===== src/rtl/mops_stim_if.sv =====
// mops_stim_if: control, configuration and sample bus of the MoPS stimulus generator.
interface mops_stim_if #(
    parameter int ADC_WIDTH   = 12,
    parameter int PERIOD_BITS = 16
);
    logic                   START;
    logic                   ABORT;
    logic [ADC_WIDTH-1:0]   BASELINE;
    logic [ADC_WIDTH-1:0]   STEP_AMP;
    logic [3:0]             RISE_BINS;
    logic [2:0]             DECAY_SHIFT;
    logic [PERIOD_BITS-1:0] PERIOD;
    logic [PERIOD_BITS-1:0] N_PULSES;
    logic [2:0]             PMT_MASK;
    logic [ADC_WIDTH-1:0]   ADC0;
    logic [ADC_WIDTH-1:0]   ADC1;
    logic [ADC_WIDTH-1:0]   ADC2;
    logic                   BUSY;
    logic                   DONE;
    logic                   PULSE_MARK;
    modport master (
        output START, ABORT, BASELINE, STEP_AMP, RISE_BINS, DECAY_SHIFT, PERIOD, N_PULSES, PMT_MASK,
        input  ADC0, ADC1, ADC2, BUSY, DONE, PULSE_MARK
    );
    modport slave (
        input  START, ABORT, BASELINE, STEP_AMP, RISE_BINS, DECAY_SHIFT, PERIOD, N_PULSES, PMT_MASK,
        output ADC0, ADC1, ADC2, BUSY, DONE, PULSE_MARK
    );
endinterface


===== src/rtl/mops_stim_gen.sv =====
// mops_stim_gen: synthetic 40 MHz staircase-pulse ADC stimulus for closed-loop MoPS trigger tests.
// Define MOPS_STIM_JITTER_EN to add LFSR-driven 0..7 extra bins to each pulse's period.
module mops_stim_gen #(
    parameter int ADC_WIDTH   = 12,
    parameter int PERIOD_BITS = 16
) (
    input logic        CLK120,
    input logic        RESET,
    input logic [1:0]  ENABLE40,
    mops_stim_if.slave bus
);
    localparam int W  = ADC_WIDTH;
    localparam int KW = PERIOD_BITS + 1;
    typedef enum logic [2:0] {IDLE, ARM, RISE, DECAY, FINISH} state_t;
    state_t state_q, state_d;
    logic [W-1:0] b_q, b_d, s_q, s_d, v_q, v_d;
    logic [W-1:0] adc_q [3];
    logic [W-1:0] adc_d [3];
    logic [3:0] r_q, r_d;
    logic [2:0] ds_q, ds_d, m_q, m_d, jit;
    logic [PERIOD_BITS-1:0] p_q, p_d, n_q, n_d, pc_q, pc_d, pc_n;
    logic [KW-1:0] k_q, k_d, rp1, peff;
    logic busy_q, busy_d, done_q, done_d, mark_q, mark_d, abort_q, abort_d;
    logic tick, last_bin, rising, finish;
    logic [W:0] sum_b, sum_v;
    logic [W-1:0] rise_b, rise_v, diff, dv, dec;
`ifdef MOPS_STIM_JITTER_EN
    logic [15:0] lfsr_q, lfsr_d, lfsr_n;
    logic [2:0] jit_q, jit_d;
    assign jit = jit_q;
    assign lfsr_n = {lfsr_q[14:0], lfsr_q[15] ^ lfsr_q[13] ^ lfsr_q[12] ^ lfsr_q[10]};
`else
    assign jit = 3'd0;
`endif
    assign tick = ENABLE40 == 2'd0;
    assign sum_b = {1'b0, b_q} + {1'b0, s_q};
    assign sum_v = {1'b0, v_q} + {1'b0, s_q};
    assign rise_b = sum_b[W] ? '1 : sum_b[W-1:0];
    assign rise_v = sum_v[W] ? '1 : sum_v[W-1:0];
    // a nonzero tail always shrinks by at least one LSB so it reaches baseline
    assign diff = v_q - b_q;
    assign dv = diff >> ds_q;
    assign dec = v_q - ((dv == '0 && diff != '0) ? W'(1) : dv);
    assign rp1 = KW'(r_q) + KW'(1);
    assign peff = ((KW'(p_q) > rp1) ? KW'(p_q) : rp1) + KW'(jit);
    assign last_bin = k_q == peff - KW'(1);
    assign rising = k_q + KW'(1) < KW'(r_q);
    assign pc_n = pc_q + PERIOD_BITS'(1);
    assign finish = abort_q | bus.ABORT | (state_q != ARM && last_bin && n_q != '0 && pc_n == n_q);
    always_comb begin
        state_d = state_q;
        b_d = b_q;
        s_d = s_q;
        r_d = r_q;
        ds_d = ds_q;
        p_d = p_q;
        n_d = n_q;
        m_d = m_q;
        v_d = v_q;
        k_d = k_q;
        pc_d = pc_q;
        busy_d = busy_q;
        done_d = 1'b0;
        mark_d = mark_q & ~tick;
        abort_d = abort_q | (bus.ABORT & (state_q != IDLE));
`ifdef MOPS_STIM_JITTER_EN
        lfsr_d = lfsr_q;
        jit_d = jit_q;
`endif
        case (state_q)
            IDLE: if (bus.START) begin
                b_d = bus.BASELINE;
                s_d = bus.STEP_AMP;
                r_d = (bus.RISE_BINS == 4'd0) ? 4'd1 : bus.RISE_BINS;
                ds_d = bus.DECAY_SHIFT;
                p_d = bus.PERIOD;
                n_d = bus.N_PULSES;
                m_d = bus.PMT_MASK;
                pc_d = '0;
                busy_d = 1'b1;
                abort_d = 1'b0;
                state_d = ARM;
`ifdef MOPS_STIM_JITTER_EN
                lfsr_d = 16'hACE1;
`endif
            end
            FINISH: begin
                state_d = IDLE;
                abort_d = 1'b0;
            end
            default: if (tick) begin
                if (finish) begin
                    state_d = FINISH;
                    v_d = b_q;
                    busy_d = 1'b0;
                    done_d = 1'b1;
                    mark_d = 1'b0;
                    abort_d = 1'b0;
                end else if (state_q == ARM || last_bin) begin
                    state_d = RISE;
                    v_d = rise_b;
                    k_d = '0;
                    mark_d = 1'b1;
                    pc_d = (state_q == ARM) ? pc_q : pc_n;
`ifdef MOPS_STIM_JITTER_EN
                    lfsr_d = lfsr_n;
                    jit_d = lfsr_n[2:0];
`endif
                end else begin
                    state_d = rising ? RISE : DECAY;
                    v_d = rising ? rise_v : dec;
                    k_d = k_q + KW'(1);
                end
            end
        endcase
        for (int i = 0; i < 3; i++)
            adc_d[i] = (tick && state_q inside {ARM, RISE, DECAY}) ? (m_q[i] ? v_d : b_q) : adc_q[i];
    end
    always_ff @(posedge CLK120) begin
        if (RESET) begin
            state_q <= IDLE;
            b_q <= '0;
            s_q <= '0;
            r_q <= '0;
            ds_q <= '0;
            p_q <= '0;
            n_q <= '0;
            m_q <= '0;
            v_q <= '0;
            k_q <= '0;
            pc_q <= '0;
            busy_q <= 1'b0;
            done_q <= 1'b0;
            mark_q <= 1'b0;
            abort_q <= 1'b0;
            adc_q <= '{default: '0};
`ifdef MOPS_STIM_JITTER_EN
            lfsr_q <= 16'hACE1;
            jit_q <= '0;
`endif
        end else begin
            state_q <= state_d;
            b_q <= b_d;
            s_q <= s_d;
            r_q <= r_d;
            ds_q <= ds_d;
            p_q <= p_d;
            n_q <= n_d;
            m_q <= m_d;
            v_q <= v_d;
            k_q <= k_d;
            pc_q <= pc_d;
            busy_q <= busy_d;
            done_q <= done_d;
            mark_q <= mark_d;
            abort_q <= abort_d;
            adc_q <= adc_d;
`ifdef MOPS_STIM_JITTER_EN
            lfsr_q <= lfsr_d;
            jit_q <= jit_d;
`endif
        end
    end
    assign bus.ADC0 = adc_q[0];
    assign bus.ADC1 = adc_q[1];
    assign bus.ADC2 = adc_q[2];
    assign bus.BUSY = busy_q;
    assign bus.DONE = done_q;
    assign bus.PULSE_MARK = mark_q;
endmodule


===== src/flat_wrapper.sv =====
// flat-port wrapper written by rule: the top's interface ports become plain ports
module mops_stim_gen_flat 
#(
    parameter int ADC_WIDTH   = 12,
    parameter int PERIOD_BITS = 16
)
  (CLK120, RESET, ENABLE40, bus_START, bus_ABORT, bus_BASELINE, bus_STEP_AMP, bus_RISE_BINS, bus_DECAY_SHIFT, bus_PERIOD, bus_N_PULSES, bus_PMT_MASK, bus_ADC0, bus_ADC1, bus_ADC2, bus_BUSY, bus_DONE, bus_PULSE_MARK);
  mops_stim_if #(.ADC_WIDTH(ADC_WIDTH), .PERIOD_BITS(PERIOD_BITS)) bus_i ();
  input logic CLK120;
  input logic RESET;
  input logic [1:0] ENABLE40;
  input wire logic [$bits(bus_i.START)-1:0] bus_START;
  input wire logic [$bits(bus_i.ABORT)-1:0] bus_ABORT;
  input wire logic [$bits(bus_i.BASELINE)-1:0] bus_BASELINE;
  input wire logic [$bits(bus_i.STEP_AMP)-1:0] bus_STEP_AMP;
  input wire logic [$bits(bus_i.RISE_BINS)-1:0] bus_RISE_BINS;
  input wire logic [$bits(bus_i.DECAY_SHIFT)-1:0] bus_DECAY_SHIFT;
  input wire logic [$bits(bus_i.PERIOD)-1:0] bus_PERIOD;
  input wire logic [$bits(bus_i.N_PULSES)-1:0] bus_N_PULSES;
  input wire logic [$bits(bus_i.PMT_MASK)-1:0] bus_PMT_MASK;
  output wire logic [$bits(bus_i.ADC0)-1:0] bus_ADC0;
  output wire logic [$bits(bus_i.ADC1)-1:0] bus_ADC1;
  output wire logic [$bits(bus_i.ADC2)-1:0] bus_ADC2;
  output wire logic [$bits(bus_i.BUSY)-1:0] bus_BUSY;
  output wire logic [$bits(bus_i.DONE)-1:0] bus_DONE;
  output wire logic [$bits(bus_i.PULSE_MARK)-1:0] bus_PULSE_MARK;
  assign bus_i.START = bus_START;
  assign bus_i.ABORT = bus_ABORT;
  assign bus_i.BASELINE = bus_BASELINE;
  assign bus_i.STEP_AMP = bus_STEP_AMP;
  assign bus_i.RISE_BINS = bus_RISE_BINS;
  assign bus_i.DECAY_SHIFT = bus_DECAY_SHIFT;
  assign bus_i.PERIOD = bus_PERIOD;
  assign bus_i.N_PULSES = bus_N_PULSES;
  assign bus_i.PMT_MASK = bus_PMT_MASK;
  assign bus_ADC0 = bus_i.ADC0;
  assign bus_ADC1 = bus_i.ADC1;
  assign bus_ADC2 = bus_i.ADC2;
  assign bus_BUSY = bus_i.BUSY;
  assign bus_DONE = bus_i.DONE;
  assign bus_PULSE_MARK = bus_i.PULSE_MARK;
  mops_stim_gen #(.ADC_WIDTH(ADC_WIDTH), .PERIOD_BITS(PERIOD_BITS)) u_core (.CLK120(CLK120), .RESET(RESET), .ENABLE40(ENABLE40), .bus(bus_i));
endmodule

===== config.mk =====
export PLATFORM = sky130hd
export DESIGN_NAME = mops_stim_gen_flat
export DESIGN_NICKNAME = d
export VERILOG_FILES = /design/src/rtl/mops_stim_if.sv /design/src/rtl/mops_stim_gen.sv /design/src/flat_wrapper.sv
export SDC_FILE = /design/constraint.sdc
export NUM_CORES = 1
export LEC_CHECK = 0
export ABC_AREA = 0
export BUFFER_PORTS_ARGS = -buffer_cell sky130_fd_sc_hd__buf_2
export CORE_MARGIN = 2
export CORE_UTILIZATION = 35
export CTS_BUF_LIST = sky130_fd_sc_hd__clkbuf_4
export CTS_CLUSTER_SIZE = 24
export DETAILED_ROUTE_END_ITERATION = 8
export HOLD_SLACK_MARGIN = 0.05
export PLACE_DENSITY = 0.48
export SLEW_MARGIN = 20
export SYNTH_ARGS = -nofsm -noshare
export SYNTH_HDL_FRONTEND = slang
export SYNTH_SLANG_ARGS = --single-unit

===== constraint.sdc =====
create_clock -name CLK120 -period 6.7 [get_ports CLK120]
set_input_delay 1.34 -clock CLK120 [delete_from_list [all_inputs] [get_ports CLK120]]
set_output_delay 1.34 -clock CLK120 [all_outputs]
set_load 0.01 [all_outputs]

==> results.ini <==
[timing]
clock_skew_ps=38.8
slew_violations=0
post-route-min-period_ps=6210
tns_ps=0
setup_viol=0
rsz0062_at_grt=no
tightest_slew_ps=1130
max_freq_ghz=0.161
hold_viol=0
fin_crit_sh_pct=92.6
slew_headroom_pct=24.5

[layout]
nFillCells=3282
multi_input_area_um2=7290
layout.area.seq_um2=3080
final_layout_size_suffix_gt1_share_pct=13.0
nNetsFinal=1649
area_delta_synth_final_pct=10.7

[clock_tree]
cts_tree=built
cts_num_sinks=154
clockBufferDepth=2
cts_root_buf=clkbuf_4
h-tree-depth=4
clk_pin_slew_ps=150
cts-hold-fix-buffers=0
cts_buffers=17
clock_latency_ps=630

[yosys]
synth_top_area_share_pct=28.4
ys_seq_area_share_pct=28.4
synth_edf_count=0
synth_ff_type=dfxtp_1
yosys_warnings=0
async_flop_share_pct=0
avgSynthCellArea_um2=7.50
synth.largest_area_cell=dfxtp_1
ys_top_cells_by_area=dfxtp_1 28%, a21oi_1 8.2%, nand2_1 7.5%
netlist-cell-type-count=75
synth-seq-cells=154
syn_area_um2=10900
netlist_instances=1449
syn_nets=1583

[drt]
dr_wl_met2_mm=17.0
viasPerCell=5.60
drtPass1Iterations=7
dr.first_iter.drc_count=778
met3_length_mm=1.38
drtAntennaViolNets=0
wl_met1_mm=16.6
drt-total-wl_mm=35.8
drcViolationCount=0
routedWlPerCell_um=18.6
vias=10781
routed.top_layer=met4

[worst_hold_path]
holdCritStartpoint=u_core.bus.ADC1[4]
holdPathStages=2
hold_class=flip-flop to flip-flop

[global_routing]
grt_max_degree=70
grt_use_total_pct=21.8
antenna_found_initial=1
grt_pass1_wl_mm=57.0
gr-total-overflow=0
first_global_vias=10113

[critical_path]
cp-startpoint=u_core.b_q[1]
rr_startpoint=u_core.b_q[1]
cp_data_required_time_ps=7250
ff2ff_path_depth=26
cp.arrival_ps=6750
crit_type=flip-flop to flip-flop
start_kind=flip-flop
r2r_setup_slack_ps=490
end_kind=flip-flop
crit_fanout=7

[pwr]
leakage_nw=4.73
worst_ir_drop_vdd_mv=0.112
power_mw=2.47
pwr_density_cell_nw_per_um2=205

[floorplan]
start_util_pct=35.5
ioPinCount=111
die_x_um=180
die_y_um=180
die_area_um2=32500
rows=64
core-area_um2=30600

[placement]
hpwl_mm=26.3
gp_congestion=0.874
portBuffers=110

[outcome]
status=complete, no violations

[job]
drv_cap=0

==> final timing paths <==
path,endpoint
min,u_core.bus.ADC1[4]
max reg2reg,u_core.bus.ADC1[10]
max,u_core.bus.ADC1[10]
min reg2reg,u_core.bus.ADC1[4]
==> area by class of cell <==
| class | count | share of cell area [%] |
|---|---|---|
| Antenna cell | 1 | 0.0208 |
| Clock buffer | 20 | 1.25 |
| Clock inverter | 12 | 0.644 |
| Inverter | 44 | 1.37 |
| Multi-Input combinational cell | 1160 | 60.5 |
| Sequential cell | 154 | 25.6 |
| Tap cell | 396 | 4.12 |
| Timing Repair Buffer | 138 | 6.44 |
==> where the power goes <==
part | switching (mW) | internal (mW) | leakage (nW)
Combinational | 0.561 | 0.363 | 3.36
Clock | 0.376 | 0.155 | 0.118
Sequential | 0.0626 | 0.954 | 1.25
Total | 0.999 | 1.47 | 4.73
==> layer usage <==
metal,vias to the layer above,GRT usage [%]
li1,5372,-
met1,5110,28.9
met2,253,36.4
met3,46,3.07
met4,0,7.03
met5,-,0
==> critical path, cell delays in order, from the launching register on <==
cell,delay (ps)
dfxtp_1,470
inv_1,170
fa_1,460
a21oi_1,200
o2111ai_1,210
a21o_1,220
a21oi_1,240
o21bai_1,90
a21oi_1,170
xnor2_1,240
mux2i_1,180
a21oi_1,310
nor3_1,110
a31o_2,250
ha_1,200
fa_1,400
nor2b_1,120
o21ai_0,110
a21oi_1,220
o21ai_0,180
a2111oi_2,420
a31oi_1,130
o311ai_0,120
o31ai_1,190
nor3_1,390
nor3_1,110
o31ai_1,220
==> cells by family (layout without fill, tap and decap cells) <==
| family | after synthesis | in the layout | synth area share [%] |
|---|---|---|---|
| AND/OR/NAND/NOR | 547 | 547 | 24.4 |
| AO/OA/AOI/OAI | 433 | 433 | 24.9 |
| flip-flops | 154 | 154 | 28.4 |
| buffers and inverters | 135 | 214 | 5.02 |
| XOR/XNOR | 89 | 89 | 7.17 |
| adder cells (fa/ha/maj) | 62 | 62 | 7.41 |
| multiplexers | 29 | 29 | 2.83 |
| other | 0 | 1 | 0 |
==> metrics by stage <==
stage / setup WS [ps] / hold slack, ps / cells / instance area (µm²) / util (%)
after floorplan: 1180 / 449 / 1449 / 10900 / -
after global placement: 379 / 440 / 1892 / 11800 / 38.5
after detailed placement: 289 / 449 / 1892 / 11800 / 38.5
after CTS: 233 / 479 / 1924 / 12000 / 39.3
after global routing: 73.1 / 487 / 1925 / 12000 / 39.3
final: 493 / 476 / 1925 / 12000 / 39.3
==> placed cells by master, fill, tap and decap left out, drive strengths merged, types with 21 or more instances in the layout <==
cell type and instances:
dfxtp 154, a211oi 26, xor2 27, or3 27
inv 44, o221ai 22, ha 58, nand3 49
xnor2 62, nand2 216, a21oi 178, mux2i 24
o21ai 79, nand2b 21, nor2 85, nor3 42
buf 138
==> cell usage after synthesis, drive strengths merged, types with 5 or more instances <==
cell      n
a311oi    7
o21ai    79
mux2i    24
nor3     42
o31ai    12
o221ai   22
or2       8
clkbuf   75
o211ai   10
or4       6
nor2b    14
xor2     27
nor2     85
and3     18
o32ai     6
dfxtp   154
o21a     17
o31a      6
a221oi    5
a21o     12
a32o      9
ha       58
xnor2    62
nand2   216
nand3    49
and4      5
and2      9
buf      16
nand2b   21
a31oi    15
or3      27
a211oi   26
nand4    15
inv      43
nor4     12
nor3b    12
a21oi   178
==> flip-flops by register name (all words and copies together), names as in the netlist, named ones only <==
register and cells:
u_core.k_q 17, u_core.n_q 16, u_core.p_q 16, u_core.pc_q 16, u_core.b_q 12, u_core.bus.ADC0 12, u_core.bus.ADC1 12, u_core.bus.ADC2 12
u_core.s_q 12, u_core.v_q 12, u_core.r_q 4, u_core.ds_q 3, u_core.m_q 3, u_core.state_q 3, u_core.abort_q 1, u_core.bus.BUSY 1
u_core.bus.DONE 1
==> timing repair <==
action,in CTS,in global routing
setup endpoints to repair,0,7
setup buffers,0,0
resized for setup,0,3
Note: power is estimated with default switching activity, not from simulation.
